<file path="src/rtl/lii_stream_pack_tx_if.sv">
// Handshake bundle for the LII transmit packer: NLANE kernel lane streams in,
// one packed LII beat (with fixed src/dst tags) out.
interface lii_stream_pack_tx_if #(
  parameter int NLANE = 5,
  parameter int LW    = 17,
  parameter int PW    = 128
);
  logic [NLANE*LW-1:0] s_lane_tdata;
  logic [NLANE-1:0]    s_lane_tvalid;
  logic [NLANE-1:0]    s_lane_tready;
  logic [PW-1:0]       lii_out_p0_tdata;
  logic                lii_out_p0_tvalid;
  logic                lii_out_p0_tready;
  logic [7:0]          lii_out_p0_src;
  logic [7:0]          lii_out_p0_dst;

  // Environment side: drives the lane streams and the phy ready.
  modport master (
    output s_lane_tdata, s_lane_tvalid, lii_out_p0_tready,
    input  s_lane_tready, lii_out_p0_tdata, lii_out_p0_tvalid,
    input  lii_out_p0_src, lii_out_p0_dst
  );

  // Packer side: consumes the lane streams, produces the packed beat.
  modport slave (
    input  s_lane_tdata, s_lane_tvalid, lii_out_p0_tready,
    output s_lane_tready, lii_out_p0_tdata, lii_out_p0_tvalid,
    output lii_out_p0_src, lii_out_p0_dst
  );
endinterface

</file>
<file path="src/rtl/lii_stream_pack_tx.sv">
// Transmit-side LII packer. Each lane has a one-deep holding register so skewed
// lanes can arrive independently; once every lane holds a word they are packed
// together into a registered PW-bit output beat. Lane i occupies bits
// [i*LW +: LW]; bits above NLANE*LW are zero.
module lii_stream_pack_tx #(
  parameter int          NLANE  = 5,
  parameter int          LW     = 17,
  parameter int          PW     = 128,
  parameter logic [7:0]  SRC_ID = 8'h00,
  parameter logic [7:0]  DST_ID = 8'h01,
  parameter int          CNTW   = 16
) (
  input  logic                aclk,
  input  logic                arstn,
  lii_stream_pack_tx_if.slave bus,
  output logic [CNTW-1:0]     beat_count,
  output logic [NLANE-1:0]    lanes_pending
);

  if ((NLANE < 1) || (NLANE > 8)) begin : g_bad_nlane
    $fatal(1, "lii_stream_pack_tx: NLANE must be within 1..8");
  end
  if (NLANE * LW > PW) begin : g_bad_width
    $fatal(1, "lii_stream_pack_tx: NLANE*LW exceeds PW");
  end

  logic [NLANE-1:0] lane_full_reg;
  logic [LW-1:0]    lane_data_reg [NLANE];
  logic [NLANE-1:0] lane_ready;
  logic [NLANE-1:0] lane_cap;
  logic             out_valid_reg;
  logic [PW-1:0]    out_data_reg;
  logic [PW-1:0]    out_data_next;
  logic [CNTW-1:0]  cnt_reg;
  logic             out_free;
  logic             pack_fire;
  logic             out_hs;

  // The output register can take a new beat if it is empty or draining now.
  assign out_free   = ~out_valid_reg | bus.lii_out_p0_tready;
  assign pack_fire  = (&lane_full_reg) & out_free;
  // A full lane reopens in the same cycle it is packed, which is what keeps
  // the path at one beat per clock; this makes lane ready combinational
  // from the phy ready.
  assign lane_ready = ~lane_full_reg | {NLANE{pack_fire}};
  assign lane_cap   = bus.s_lane_tvalid & lane_ready;
  assign out_hs     = out_valid_reg & bus.lii_out_p0_tready;

  for (genvar gi = 0; gi < NLANE; gi++) begin : g_lane
    // Per-lane holding register: capture wins over the clear from packing.
    always_ff @(posedge aclk or negedge arstn) begin
      if (!arstn) begin
        lane_full_reg[gi] <= 1'b0;
        lane_data_reg[gi] <= '0;
      end else if (lane_cap[gi]) begin
        lane_full_reg[gi] <= 1'b1;
        lane_data_reg[gi] <= bus.s_lane_tdata[gi*LW +: LW];
      end else if (pack_fire) begin
        lane_full_reg[gi] <= 1'b0;
      end
    end
  end

  // Assemble the packed beat from the held lane words, zero-filling the top.
  always_comb begin
    out_data_next = '0;
    for (int i = 0; i < NLANE; i++) begin
      out_data_next[i*LW +: LW] = lane_data_reg[i];
    end
  end

  // Registered output stage; holds steady while the phy stalls.
  always_ff @(posedge aclk or negedge arstn) begin
    if (!arstn) begin
      out_valid_reg <= 1'b0;
      out_data_reg  <= '0;
    end else if (pack_fire) begin
      out_valid_reg <= 1'b1;
      out_data_reg  <= out_data_next;
    end else if (out_hs) begin
      out_valid_reg <= 1'b0;
    end
  end

  // Count beats accepted by the phy, wrapping at 2^CNTW.
  always_ff @(posedge aclk or negedge arstn) begin
    if (!arstn) begin
      cnt_reg <= '0;
    end else if (out_hs) begin
      cnt_reg <= cnt_reg + CNTW'(1);
    end
  end

  assign bus.s_lane_tready     = lane_ready;
  assign bus.lii_out_p0_tdata  = out_data_reg;
  assign bus.lii_out_p0_tvalid = out_valid_reg;
  assign bus.lii_out_p0_src    = SRC_ID;
  assign bus.lii_out_p0_dst    = DST_ID;
  assign beat_count            = cnt_reg;
  assign lanes_pending         = lane_full_reg;

endmodule

</file>
<file path="src/flat_wrapper.sv">
// flat-port wrapper written by rule: the top's interface ports become plain ports
module lii_stream_pack_tx_flat 
#(
  parameter int          NLANE  = 5,
  parameter int          LW     = 17,
  parameter int          PW     = 128,
  parameter logic [7:0]  SRC_ID = 8'h00,
  parameter logic [7:0]  DST_ID = 8'h01,
  parameter int          CNTW   = 16
)
  (aclk, arstn, beat_count, lanes_pending, bus_s_lane_tdata, bus_s_lane_tvalid, bus_lii_out_p0_tready, bus_s_lane_tready, bus_lii_out_p0_tdata, bus_lii_out_p0_tvalid, bus_lii_out_p0_src, bus_lii_out_p0_dst);
  lii_stream_pack_tx_if #(.NLANE(NLANE), .LW(LW), .PW(PW)) bus_i ();
  input  logic aclk;
  input  logic arstn;
  output logic [CNTW-1:0] beat_count;
  output logic [NLANE-1:0] lanes_pending;
  input wire logic [$bits(bus_i.s_lane_tdata)-1:0] bus_s_lane_tdata;
  input wire logic [$bits(bus_i.s_lane_tvalid)-1:0] bus_s_lane_tvalid;
  input wire logic [$bits(bus_i.lii_out_p0_tready)-1:0] bus_lii_out_p0_tready;
  output wire logic [$bits(bus_i.s_lane_tready)-1:0] bus_s_lane_tready;
  output wire logic [$bits(bus_i.lii_out_p0_tdata)-1:0] bus_lii_out_p0_tdata;
  output wire logic [$bits(bus_i.lii_out_p0_tvalid)-1:0] bus_lii_out_p0_tvalid;
  output wire logic [$bits(bus_i.lii_out_p0_src)-1:0] bus_lii_out_p0_src;
  output wire logic [$bits(bus_i.lii_out_p0_dst)-1:0] bus_lii_out_p0_dst;
  assign bus_i.s_lane_tdata = bus_s_lane_tdata;
  assign bus_i.s_lane_tvalid = bus_s_lane_tvalid;
  assign bus_i.lii_out_p0_tready = bus_lii_out_p0_tready;
  assign bus_s_lane_tready = bus_i.s_lane_tready;
  assign bus_lii_out_p0_tdata = bus_i.lii_out_p0_tdata;
  assign bus_lii_out_p0_tvalid = bus_i.lii_out_p0_tvalid;
  assign bus_lii_out_p0_src = bus_i.lii_out_p0_src;
  assign bus_lii_out_p0_dst = bus_i.lii_out_p0_dst;
  lii_stream_pack_tx #(.NLANE(NLANE), .LW(LW), .PW(PW), .SRC_ID(SRC_ID), .DST_ID(DST_ID), .CNTW(CNTW)) u_core (.aclk(aclk), .arstn(arstn), .bus(bus_i), .beat_count(beat_count), .lanes_pending(lanes_pending));
endmodule
</file>
<file path="config.mk">
export PLATFORM = sky130hd
export DESIGN_NAME = lii_stream_pack_tx_flat
export DESIGN_NICKNAME = d
export VERILOG_FILES = /design/src/rtl/lii_stream_pack_tx_if.sv /design/src/rtl/lii_stream_pack_tx.sv /design/src/flat_wrapper.sv
export SDC_FILE = /design/constraint.sdc
export NUM_CORES = 1
export LEC_CHECK = 0
export CORE_AREA = 2 2 183 149
export CTS_CLUSTER_DIAMETER = 50
export DETAILED_ROUTE_END_ITERATION = 8
export DIE_AREA = 0 0 185 151
export GPL_TIMING_DRIVEN = 1
export SKIP_CTS_REPAIR_TIMING = 1
export SYNTH_ARGS = -nofsm -noshare
export SYNTH_HDL_FRONTEND = slang
export SYNTH_SLANG_ARGS = --single-unit
</file>
<file path="constraint.sdc">
create_clock -name aclk -period 2.2 [get_ports aclk]
set_clock_uncertainty 0.15 [all_clocks]
set_input_delay 0.22 -clock aclk [delete_from_list [all_inputs] [get_ports aclk]]
set_output_delay 0.22 -clock aclk [all_outputs]
set_load 0.01 [all_outputs]
</file>
# --- Yosys cells after proc, flatten, opt, wreduce, memory -nomap -nowiden ---
# Cells that the tools add are included.
classes:
  n_addsub: 1
  mul: 0
  div_mod_pow: 0
  order_cmp: 0
  n_eq_ne: 0
  shifts: 0
  n_mux: 8
  bitwise: 7
  reduce_logical: 7
op_table:
  columns: ["op", "count"]
  rows:
  - ["16-bit by 1-bit adder with 16-bit output (second input constant)", 1]
  - ["2-bit nonzero test", 6]
  - ["1-bit 2-to-1 mux", 8]
  - ["5-bit AND", 1]
  - ["5-bit NOT", 1]
  - ["5-bit OR", 1]
  - ["5-bit AND reduction", 1]
  - ["1-bit AND", 2]
  - ["1-bit NOT", 1]
  - ["1-bit OR", 1]
word_totals:
  regBits: 192
  latchBits: 0
  mem_bits_rw: 0
  romBits: 0
  inputBits: 93
  output_inout_bits: 171
  word_cells: 36
  memories: 0

# --- Depth between registers and ports, before layout ---
# Gate-level depths: netlist of run 1.
depth:
  word_depth: 6
  mapped_depth: 7

# --- Least setup slack after synthesis of run 1 ---
# Ideal clock, no wire load.
synth_path:
  kind: "flip-flop to flip-flop"
  startpoint: "register u_core.out_valid_reg (netlist: u_core.bus.lii_out_p0_tvalid)"
  endpoint: "register u_core.lane_data_reg[57] in the netlist's numbering"
  arrival_time_ps: 1738
  setup_slack_ps: 187
  path_stages_with_launch: 6
  path_buffers: 1
  synth_period_minus_slack_ps: 2013
  path_cell_list: "dfrtp_1 > nor2b_1 > o31ai_2 > nand2_1 > buf_2 > mux2_2"
synth_via:
  elab_chain_len: 5
synth_lines:
  columns: ["element", "line", "text"]
  rows:
  - ["start, declared", "lii_stream_pack_tx.sv:31", "logic out_valid_reg;"]
  - ["start signal, assigned", "lii_stream_pack_tx.sv:75", "out_valid_reg <= 1'b0;"]
  - ["start signal, assigned", "lii_stream_pack_tx.sv:78", "out_valid_reg <= 1'b1;"]
  - ["start signal, assigned", "lii_stream_pack_tx.sv:81", "out_valid_reg <= 1'b0;"]
  - ["1-bit NOT", "lii_stream_pack_tx.sv:40", "assign out_free = ~out_valid_reg | bus.lii_out_p0_tready;"]
  - ["1-bit OR", "lii_stream_pack_tx.sv:40", null]
  - ["1-bit AND", "lii_stream_pack_tx.sv:41", "assign pack_fire = (&lane_full_reg) & out_free;"]
  - ["5-bit OR", "lii_stream_pack_tx.sv:45", "assign lane_ready = ~lane_full_reg | {NLANE{pack_fire}};"]
  - ["via bus_s_lane_tready[1]", "flat_wrapper.sv:20", "output wire logic [$bits(bus_i.s_lane_tready)-1:0] bus_s_lane_tready;"]
  - ["5-bit AND", "lii_stream_pack_tx.sv:46", "assign lane_cap = bus.s_lane_tvalid & lane_ready;"]
  - ["end signal, assigned by index", "lii_stream_pack_tx.sv:57", "lane_data_reg[gi] <= bus.s_lane_tdata[gi*LW +: LW];"]
  - ["end, declared", "lii_stream_pack_tx.sv:28", "logic [LW-1:0] lane_data_reg [NLANE];"]
# The timed path passes the listed nets, and every way through them passes these cells.
# A chain may end at the register's enable or synchronous reset.

# --- Worst setup path after layout of run 1 ---
layout_path:
  startpoint: "register u_core.out_valid_reg (netlist: u_core.bus.lii_out_p0_tvalid)"
  endpoint: "output bus_s_lane_tready[2]"
layout_via:
  elab_chain_len: 4
layout_lines:
  columns: ["element", "line"]
  rows:
  - ["1-bit NOT", "lii_stream_pack_tx.sv:40"]
  - ["1-bit OR", "lii_stream_pack_tx.sv:40"]
  - ["1-bit AND", "lii_stream_pack_tx.sv:41"]
  - ["5-bit OR", "lii_stream_pack_tx.sv:45"]
  - ["end, declared", "flat_wrapper.sv:20"]
# Every way passes these cells.

==> key figures, run 1 <==
Run status
  • Status: finished, final reports clean

Layout
  • Fillers: 2516
  • Final Instance Area: 10900 µm²
  • Antenna cells: 0
  • Area Growth Syn to Fin: 40.3%
  • Util after Layout: 0.418
  • Share of layout cells above drive strength 1: 0.127
  • Commonest non-fill, non-tap cell in the layout: nand2_1
  • Commonest cells after routing, fill and taps aside: nand2_1 (266), clkdlybuf4s50_1 (198), dfrtp_1 (192)
  • Layout net count: 1012

Yosys
  • Synth top area share: 0.621
  • Synth area leader: dfrtp_1
  • Syn_area_per_cell: 11.3 µm²
  • FF+latch count, synth: 192
  • Distinct cells, synth: 28
  • Cell Area, Synth: 7740 µm²
  • Seq/Total Area, Yosys: 0.621
  • Main area contributors after synthesis: dfrtp_1 (62%), nand2_1 (13%), mux2_2 (6.7%), buf_4 (6.1%), mux2_1 (5.8%)
  • Synth warn: 0
  • Syn Inst Count: 686

Worst setup path
  • CP endpoint kind: primary output
  • Type of origin of the critical path: flip-flop
  • Worst path cell trace: nor2b_1 > or3_4 > nand2_1 > dlymetal6s2s_1
  • WP buf/inv: 1
  • Crit path DAT: 1660 ps
  • Crit path kind: flip-flop to primary output
  • Slowest CP cell: or3_4
  • Worst EP required: 1830 ps
  • CP top delay family: simple AND/OR/NAND/NOR gates
  • Worst stage delay on the critical path: 430 ps
  • CP max FO: 7

Drt
  • DRT met1 WL: 8.51 mm
  • Top Layer Used: met4
  • Routed len/inst: 14.3 µm
  • Vias post-DR: 5265
  • WL met3: 1.46 mm
  • WL final: 18.4 mm
  • DR vias/cell: 4.09
  • Met2 wire len: 8.25 mm
  • Final ANT Viol Nets: 0
  • DR iter-0 viols: 177
  • DRT Pass-1 Iters: 4
  • Residual DRC count: 0

Timing
  • Setup Viol. Count Final: 0
  • Hold Fails Final Rpt: 0
  • Worst slew pin tran: 618 ps
  • RSZ-0062 raised after global routing: no
  • Slew Viols, Final: 0
  • Hold Slack: 216 ps
  • Fmax: 0.492 GHz
  • Final period util: 0.924
  • Relative slew slack: 0.588
  • Final critical-path required period: 2030 ps

Power and ir drop
  • Static Leak: 0.00511 µW
  • Tot Pwr: 16100 µW
  • Pwr dens: 1490 nW/µm²
  • Max IR drop VDD: 0.642 mV

Worst hold path
  • Hold Crit Class: input port to async pin

Clocking
  • CTS Sinks: 192
  • H-tree levels: 4
  • Clock Tree Root: clkbuf_16
  • TritonCTS clock tree: yes
  • CTS Buf Count: 17
  • Clk_lat worst skew: 430 ps
  • Clock Path Buffers: 2
  • Clk slew on worst S/H paths: 70 ps

Place
  • # port buffers: 204
  • Area after DPL: 10200 µm²
  • Gp weighted congestion: 0.783
  • HPWL Detailed: 12.8 mm

GRT
  • Vias in the first global route: 5165
  • First-pass GRT wire length: 28.4 mm
  • Total GRT Usage: 0.133
  • Antenna violations before repair: 0
  • GRT overflow: 0
  • Largest net degree at the start of global routing: 72

Die
  • Chip height: 151 µm
  • Initial Utilization: 0.298
  • Die X-Extent: 185 µm
  • Die area: 27900 µm²
  • Row count: 53
  • Io pins: 264
  • Core area: 26000 µm²

Job
  • Max Cap Violations: 0
-- area by class of cell --
type	count	area, µm²	area share
flip-flops and latches	192	4800	0.443
multi-input cells	463	2570	0.237
repair buffers	239	2420	0.223
clock buffers	20	447	0.0412
well taps	357	447	0.0412
clock inverters	10	139	0.0128
inverters	5	18.8	0.00173
-- power by group --
part	total, µW	switching [µW]	internal (µW)
Sequential	6130	888	5240
Combinational	6840	3270	3570
Clock	3150	1340	1810
-- Yosys cell counts, drive strengths merged --
| cell | instances |
|---|---|
| clkbuf | 7 |
| nor2 | 5 |
| conb | 2 |
| nand2b | 5 |
| o21ai | 4 |
| and2 | 2 |
| ha | 1 |
| nor2b | 1 |
| nand3 | 6 |
| xnor2 | 13 |
| xor2 | 2 |
| dfrtp | 192 |
| buf | 76 |
| nand4 | 6 |
| inv | 5 |
| o21bai | 1 |
| mux2 | 86 |
| nor4 | 1 |
| nand2 | 266 |
| or3 | 1 |
| nor3 | 2 |
| o31ai | 1 |
| or2 | 1 |
-- per-layer routing --
metal | track usage | vias to the layer above
met3 | 0.0493 | 14
li1 | - | 2521
met1 | 0.180 | 2569
met4 | 0.0381 | 0
met2 | 0.200 | 161
met5 | 0 | -
-- through the flow --
step,setup WS [ps],setup TNS (ps),std cells
finish,168,0,1286
global route,57.9,0,1286
CTS,-281,-1360,1282
detailed placement,-120,-973,1252
global placement,-126,-882,1252
floorplan,187,0,743
-- path summary, 6_finish.rpt --
check	start	endpoint	slack, ps	cells after the start
setup / recovery	u_core.bus.lii_out_p0_tvalid	bus_s_lane_tready[2]	170	4
hold / removal	arstn	u_core.bus.lii_out_p0_tdata[13]	220	2
setup reg to reg	u_core.bus.lii_out_p0_tvalid	u_core.bus.lii_out_p0_tdata[60]	330	6
hold reg to reg	u_core.lane_data_reg[39]	u_core.bus.lii_out_p0_tdata[39]	310	2
max in group asynchronous	arstn	u_core.bus.lii_out_p0_tdata[61]	1010	3
min in group aclk	bus_s_lane_tdata[69]	u_core.lane_data_reg[1]	230	2
-- kinds of logic after synthesis --
family	count (synthesis)	synth area share
other	2	0.000971
flip-flops	192	0.621
XOR/XNOR	15	0.0170
buffers and inverters	88	0.0747
AO/OA/AOI/OAI	6	0.00711
AND/OR/NAND/NOR	296	0.152
adder cells (fa/ha/maj)	1	0.00162
multiplexers	86	0.125
Power figures use the tool's default switching activity.
==> inputs of run 2 (changes only) <==
--- a/config.mk
+++ b/config.mk
@@ -5,12 +5,11 @@
 export SDC_FILE = /design/constraint.sdc
 export NUM_CORES = 1
 export LEC_CHECK = 0
-export CORE_AREA = 2 2 183 149
+export CORE_AREA = 3 3 184 150
 export CTS_CLUSTER_DIAMETER = 50
 export DETAILED_ROUTE_END_ITERATION = 8
-export DIE_AREA = 0 0 185 151
+export DIE_AREA = 0 0 187 153
 export GPL_TIMING_DRIVEN = 1
-export SKIP_CTS_REPAIR_TIMING = 1
 export SYNTH_ARGS = -nofsm -noshare
 export SYNTH_HDL_FRONTEND = slang
 export SYNTH_SLANG_ARGS = --single-unit
==> key figures, run 2 (synthesis gave the netlist of run 1 again) <==
Drt
  • DR vias/cell: 4.12 (+0.72%)
  • DR iter-0 viols: 195 (+10%)
  • Residual DRC count: 0 (unchanged)
  • Routed len/inst: 14.8 µm (+3.3%)
  • Final ANT Viol Nets: 0 (unchanged)
  • DRT Pass-1 Iters: 4 (unchanged)
  • WL final: 19.0 mm (+3.4%)
  • Vias post-DR: 5307 (+0.80%)

Clocking
  • H-tree levels: 4 (unchanged)
  • CTS Buf Count: 17 (unchanged)
  • Clock Tree Root: clkbuf_16
  • CTS Sinks: 192 (unchanged)
  • Clock Path Buffers: 2 (unchanged)
  • Clk slew on worst S/H paths: 80 ps (about the same)
  • Clk_lat worst skew: 430 ps (about the same)
  • TritonCTS clock tree: yes

Timing
  • Fmax: 0.469 GHz (-4.6%)
  • Setup Viol. Count Final: 0 (unchanged)
  • Hold Slack: 210 ps (-5.93 ps)
  • Hold Fails Final Rpt: 0 (unchanged)
  • Slew Viols, Final: 0 (unchanged)
  • RSZ-0062 raised after global routing: yes
  • Worst slew pin tran: 565 ps (-52.5 ps)
  • Final critical-path required period: 2130 ps (+99.1 ps)
  • Relative slew slack: 0.623 (+0.0350)
  • Final period util: 0.969 (+0.0450)

Power and ir drop
  • Static Leak: 0.00507 µW (-0.67%)
  • Combinational share of power: 0.427 (+0.003)
  • Seq pwr share: 0.376 (-0.004)
  • Internal cell power: 10600 µW (-0.23%)
  • Max IR drop VDD: 0.977 mV (+52%)
  • Switching power: 5700 µW (+3.7%)
  • Sw Share: 0.350 (+0.00866)
  • Tot Pwr: 16300 µW (+1.1%)
  • Clk pwr share: 0.197 (+0.002)
  • Pwr dens: 1500 nW/µm² (+0.84%)

Die
  • Core area: 26100 µm² (+0.26%)
  • Die X-Extent: 187 µm (+1.1%)
  • Die area: 28600 µm² (+2.4%)
  • Io pins: 264 (unchanged)
  • Initial Utilization: 0.297 (-0.000757)
  • Chip height: 153 µm (+1.3%)
  • Row count: 53 (unchanged)

Layout
  • Area Growth Syn to Fin: 40.6%
  • Layout net count: 1011 (-0.099%)
  • Antenna cells: 0 (unchanged)
  • Commonest non-fill, non-tap cell in the layout: nand2_1
  • Share of layout cells above drive strength 1: 0.139 (+0.0117)
  • Commonest cells after routing, fill and taps aside: nand2_1 (264), clkdlybuf4s50_1 (198), dfrtp_1 (191)

Worst setup path
  • Crit path kind: flip-flop to primary output
  • RR Endpoint: u_core.bus.lii_out_p0_tdata[69]
  • CP max FO: 4 (-3)
  • Worst Setup EP: bus_s_lane_tready[3]
  • Worst EP required: 1830 ps (about the same)
  • CP endpoint kind: primary output
  • Crit path DAT: 1760 ps (+100 ps)
  • Worst Reg-to-Reg Cells: 8 (+2)
  • Reg-to-reg slack, setup: 120 ps (-210 ps)
  • Crit. Startpoint: u_core.lanes_pending[0]
  • Type of origin of the critical path: flip-flop
  • R2r startpoint: u_core.lanes_pending[0]

Place
  • HPWL Detailed: 13.2 mm (+2.7%)
  • Gp weighted congestion: 0.723 (-7.6%)
  • # port buffers: 204 (unchanged)

GRT
  • Most crowded layer after global routing: met2
  • Largest net degree at the start of global routing: 67 (-6.9%)
  • First-pass GRT wire length: 30.4 mm (+7.1%)
  • GRT overflow: 0 (unchanged)
  • Antenna violations before repair: 0 (unchanged)
  • Total GRT Usage: 0.135 (+0.00162)
  • Vias in the first global route: 5495 (+6.4%)
  • GR Util met1: 0.181 (+0.000435)
  • Met2 Usage GRT: 0.202 (+0.00226)
  • Met3 GRT Util: 0.0514 (+0.00207)

Worst hold path
  • Hold Crit Class: input port to async pin

Job
  • Max Cap Violations: 0 (unchanged)

Run status
  • Status: finished, final reports clean
[run 2: changes by cell type in the layout (fill, tap and decap cells not counted), moves of 2 or more]
cell,previous run,this run
clkbuf_1,2,0
nand2_1,266,264
nand2_2,0,2
clkbuf_2,0,2
inv_6,0,4
clkdlybuf4s15_2,0,2
buf_4,26,24
dlymetal6s2s_1,5,0
[run 2: power by group through the flow]
stage	Clock [µW]	Combinational, µW	Sequential (µW)
final	3210	6960	6130
after global routing	3450	7700	6360
after CTS	3340	7070	6140
after detailed placement	0	7020	6170
after global placement	0	6880	6140
after floorplan	0	3280	6440
[run 2: worst min-delay path by stage]
stage	startpoint	endpoint	slack, ps
floorplan	arstn	u_core.beat_count[0]	-230
global placement	arstn	u_core.bus.lii_out_p0_tdata[7]	120
detailed placement	arstn	u_core.lane_data_reg[72]	120
CTS	arstn	u_core.lane_data_reg[13]	190
global route	bus_s_lane_tdata[10]	u_core.lane_data_reg[78]	210
finish	arstn	u_core.lane_data_reg[13]	210
[run 2: stage by stage]
| step | cells | worst slack, ps | instance area (µm²) | TNS [ps] | util |
|---|---|---|---|---|---|
| finish | 1287 | 68.9 | 10900 | 0 | 0.417 |
| global route | 1287 | -26.6 | 10900 | -26.6 | 0.417 |
| CTS | 1286 | -2.29 | 10900 | -2.29 | 0.417 |
| detailed placement | 1251 | -94.2 | 10200 | -2840 | 0.392 |
| global placement | 1251 | -68.3 | 10200 | -618 | 0.392 |
| floorplan | 743 | 187 | 7950 | 0 | - |
[run 2: cell type report]
class	instances	area (µm²)
clock buffer	19	453
clock inverter	13	151
fill	2526	15200
inverter	5	18.8
multi-input combinational	463	2590
sequential	192	4810
tap	357	447
timing repair buffer	238	2410
[run 2: layer usage]
layer  routed length (µm)  up-vias
met5                    0        -
met4                  286        0
met3                 1470       21
met2                 8340      176
met1                 8910     2578
li1                     -     2532
[run 2: critical path, cell delays in order (launching register included)]
cell and delay [ps]:
dfrtp_1 420, nand3_4 120, or3_4 430, buf_4 180, nand2_2 80, buf_6 100
[run 2: timing repair]
item | CTS | global route
hold buffers | 1 | 0
buffers inserted | 2 | 1
endpoints found under the hold margin | 58 | 0
pin swaps | 1 | 2
setup endpoints to repair | 5 | 5
gates resized for setup | 15 | 7
==> inputs of run 3 (changes only) <==
==> constraint.sdc (replaced) <==
create_clock -name aclk -period 1.9 [get_ports aclk]
set_clock_uncertainty 0.15 [all_clocks]
set_input_delay 0.19 -clock aclk [delete_from_list [all_inputs] [get_ports aclk]]
set_output_delay 0.19 -clock aclk [all_outputs]
set_load 0.01 [all_outputs]
==> key figures, run 3 (synthesis gave the netlist of run 1 again) <==
Worst setup path
  • CP max FO: 5 (+1)
  • Crit path DAT: 1590 ps (-170 ps)
  • Worst EP required: 1560 ps (-270 ps)
  • R2r startpoint: u_core.bus.lii_out_p0_tvalid
  • Type of origin of the critical path: flip-flop
  • CP endpoint kind: primary output
  • Reg-to-reg slack, setup: 10 ps (-110 ps)
  • Crit path kind: flip-flop to primary output
  • Crit. Startpoint: u_core.bus.lii_out_p0_tvalid
  • Worst Setup EP: bus_s_lane_tready[2]
  • Worst Reg-to-Reg Cells: 7 (-1)
  • RR Endpoint: u_core.lane_data_reg[67]

Clocking
  • Clock Path Buffers: 2 (unchanged)
  • TritonCTS clock tree: yes
  • Clock Tree Root: clkbuf_16
  • CTS Buf Count: 17 (unchanged)
  • Clk_lat worst skew: 440 ps (about the same)
  • # Post-CTS Setup Buffers: 0 (-2)
  • Clk slew on worst S/H paths: 80 ps (about the same)
  • CTS Sinks: 192 (unchanged)
  • H-tree levels: 4 (unchanged)

Run status
  • Status: finished with violations
  • Failing checks: negative setup slack

Power and ir drop
  • Combinational share of power: 0.436 (+0.009)
  • Static Leak: 0.00512 µW (+0.95%)
  • Clk pwr share: 0.187 (-0.010)
  • Pwr dens: 1720 nW/µm² (+15%)
  • Max IR drop VDD: 0.909 mV (-7.0%)
  • Sw Share: 0.358 (+0.00856)
  • Internal cell power: 12100 µW (+14%)
  • Switching power: 6750 µW (+18%)
  • Tot Pwr: 18800 µW (+16%)
  • Seq pwr share: 0.377 (about the same)

Drt
  • Final ANT Viol Nets: 0 (unchanged)
  • DR iter-0 viols: 220 (+13%)
  • WL final: 18.8 mm (-1.1%)
  • DRT Pass-1 Iters: 4 (unchanged)
  • Residual DRC count: 0 (unchanged)
  • DR vias/cell: 4.12 (about the same)
  • Vias post-DR: 5308 (+0.019%)
  • Routed len/inst: 14.6 µm (-1.2%)

Place
  • Gp weighted congestion: 0.768 (+6.2%)
  • HPWL Detailed: 13.0 mm (-0.88%)
  • Area after DPL: 10300 µm² (+0.28%)
  • # port buffers: 204 (unchanged)

Timing
  • Setup WS post-layout: -34.2 ps (-103 ps)
  • Hold Slack: 86.4 ps (-124 ps)
  • Slew Viols, Final: 0 (unchanged)
  • RSZ-0062 raised after global routing: yes
  • Fmax: 0.517 GHz
  • Setup Viol. Count Final: 5 (+5)
  • Hold Fails Final Rpt: 0 (unchanged)
  • Final critical-path required period: 1930 ps
  • Relative slew slack: 0.525 (-0.0979)
  • Worst slew pin tran: 712 ps (+147 ps)
  • Final period util: 1.02

Layout
  • Antenna cells: 0 (unchanged)
  • Commonest non-fill, non-tap cell in the layout: nand2_1
  • Commonest cells after routing, fill and taps aside: nand2_1 (260), clkdlybuf4s50_1 (196), dfrtp_1 (192)
  • Layout net count: 1012 (+0.099%)
  • Final Instance Area: 11000 µm² (+0.67%)
  • Area Growth Syn to Fin: 41.6%
  • Fillers: 2503 (-0.91%)
  • Share of layout cells above drive strength 1: 0.146 (+0.00737)

Die
  • Io pins: 264 (unchanged)
  • Chip height: 153 µm (unchanged)
  • Row count: 53 (unchanged)
  • Initial Utilization: 0.297 (unchanged)
  • Die area: 28600 µm² (unchanged)
  • Core area: 26100 µm² (unchanged)
  • Die X-Extent: 187 µm (unchanged)

GRT
  • Largest net degree at the start of global routing: 86 (+28%)
  • Total GRT Usage: 0.131 (-0.00362)
  • Antenna violations before repair: 0 (unchanged)
  • First-pass GRT wire length: 29.6 mm (-2.6%)
  • Vias in the first global route: 5079 (-7.6%)
  • GRT overflow: 0 (unchanged)

Worst hold path
  • Hold Crit Class: input port to async pin

Job
  • Max Cap Violations: 0 (unchanged)
## run 3: changes by cell type in the layout (fill, tap and decap cells not counted), sizes merged
cell	change
clkdlybuf4s50	-2
bufinv	-2
clkdlybuf4s15	-2
clkbuf	-3
clkinv	+5
clkinvlp	-1
buf	+4
dlymetal6s2s	+2
## run 3: layout make-up
type	count	area (µm²)	area share
Sequential cell	192	4800	0.439
Multi-Input combinational cell	463	2640	0.241
Timing Repair Buffer	239	2470	0.225
Clock buffer	17	425	0.0388
Tap cell	357	447	0.0408
Inverter	5	18.8	0.00171
Clock inverter	15	153	0.0139
## run 3: worst min path at each step
| stage | from | to | slack (ps) |
|---|---|---|---|
| 2_1_floorplan | arstn | u_core.beat_count[0] | -260 |
| 3_3_place_gp | arstn | u_core.lane_data_reg[78] | 6 |
| 3_5_place_dp | arstn | u_core.lane_data_reg[78] | 9 |
| 4_1_cts | arstn | u_core.lane_data_reg[78] | 90 |
| 5_1_grt | arstn | u_core.lane_data_reg[78] | 100 |
| 6_report | arstn | u_core.lane_data_reg[78] | 90 |
## run 3: critical path: stages (launching register included)
cell	delay, ps
dfrtp_1	380
nor2b_4	130
or3_4	450
nand2_4	110
buf_6	100
## run 3: routing by layer
layer / wire length [µm] / vias to the layer above / global-route usage
li1: - / 2545 / -
met1: 9040 / 2578 / 0.189
met2: 8050 / 177 / 0.184
met3: 1590 / 8 / 0.0504
met4: 115 / 0 / 0.0360
met5: 0 / - / 0
## run 3: through the flow
stage / std cells / worst slack, ps / util / TNS, ps
after floorplan: 743 / 5.51 / - / 0
after global placement: 1254 / -397 / 0.394 / -55620
after detailed placement: 1254 / -395 / 0.394 / -57470
after CTS: 1287 / -92.7 / 0.418 / -351
after global routing: 1288 / -101 / 0.420 / -1080
final: 1288 / -34.2 / 0.420 / -126
## run 3: power groups by stage
stage | sequential (µW) | clock, µW | combinational [µW]
after floorplan | 7460 | 0 | 3840
after global placement | 7150 | 0 | 7970
after detailed placement | 7160 | 0 | 8100
after CTS | 7110 | 3670 | 8270
after global routing | 7350 | 3840 | 9050
final | 7100 | 3520 | 8210
## run 3: repair_timing
| item | 4_1_cts | 5_1_grt |
|---|---|---|
| cloned | 0 | 1 |
| gates resized for setup | 35 | 11 |
| hold buffers | 1 | 0 |
| pin swaps | 7 | 2 |
| setup endpoints to repair | 54 | 45 |
| hold endpoints to repair | 192 | 0 |
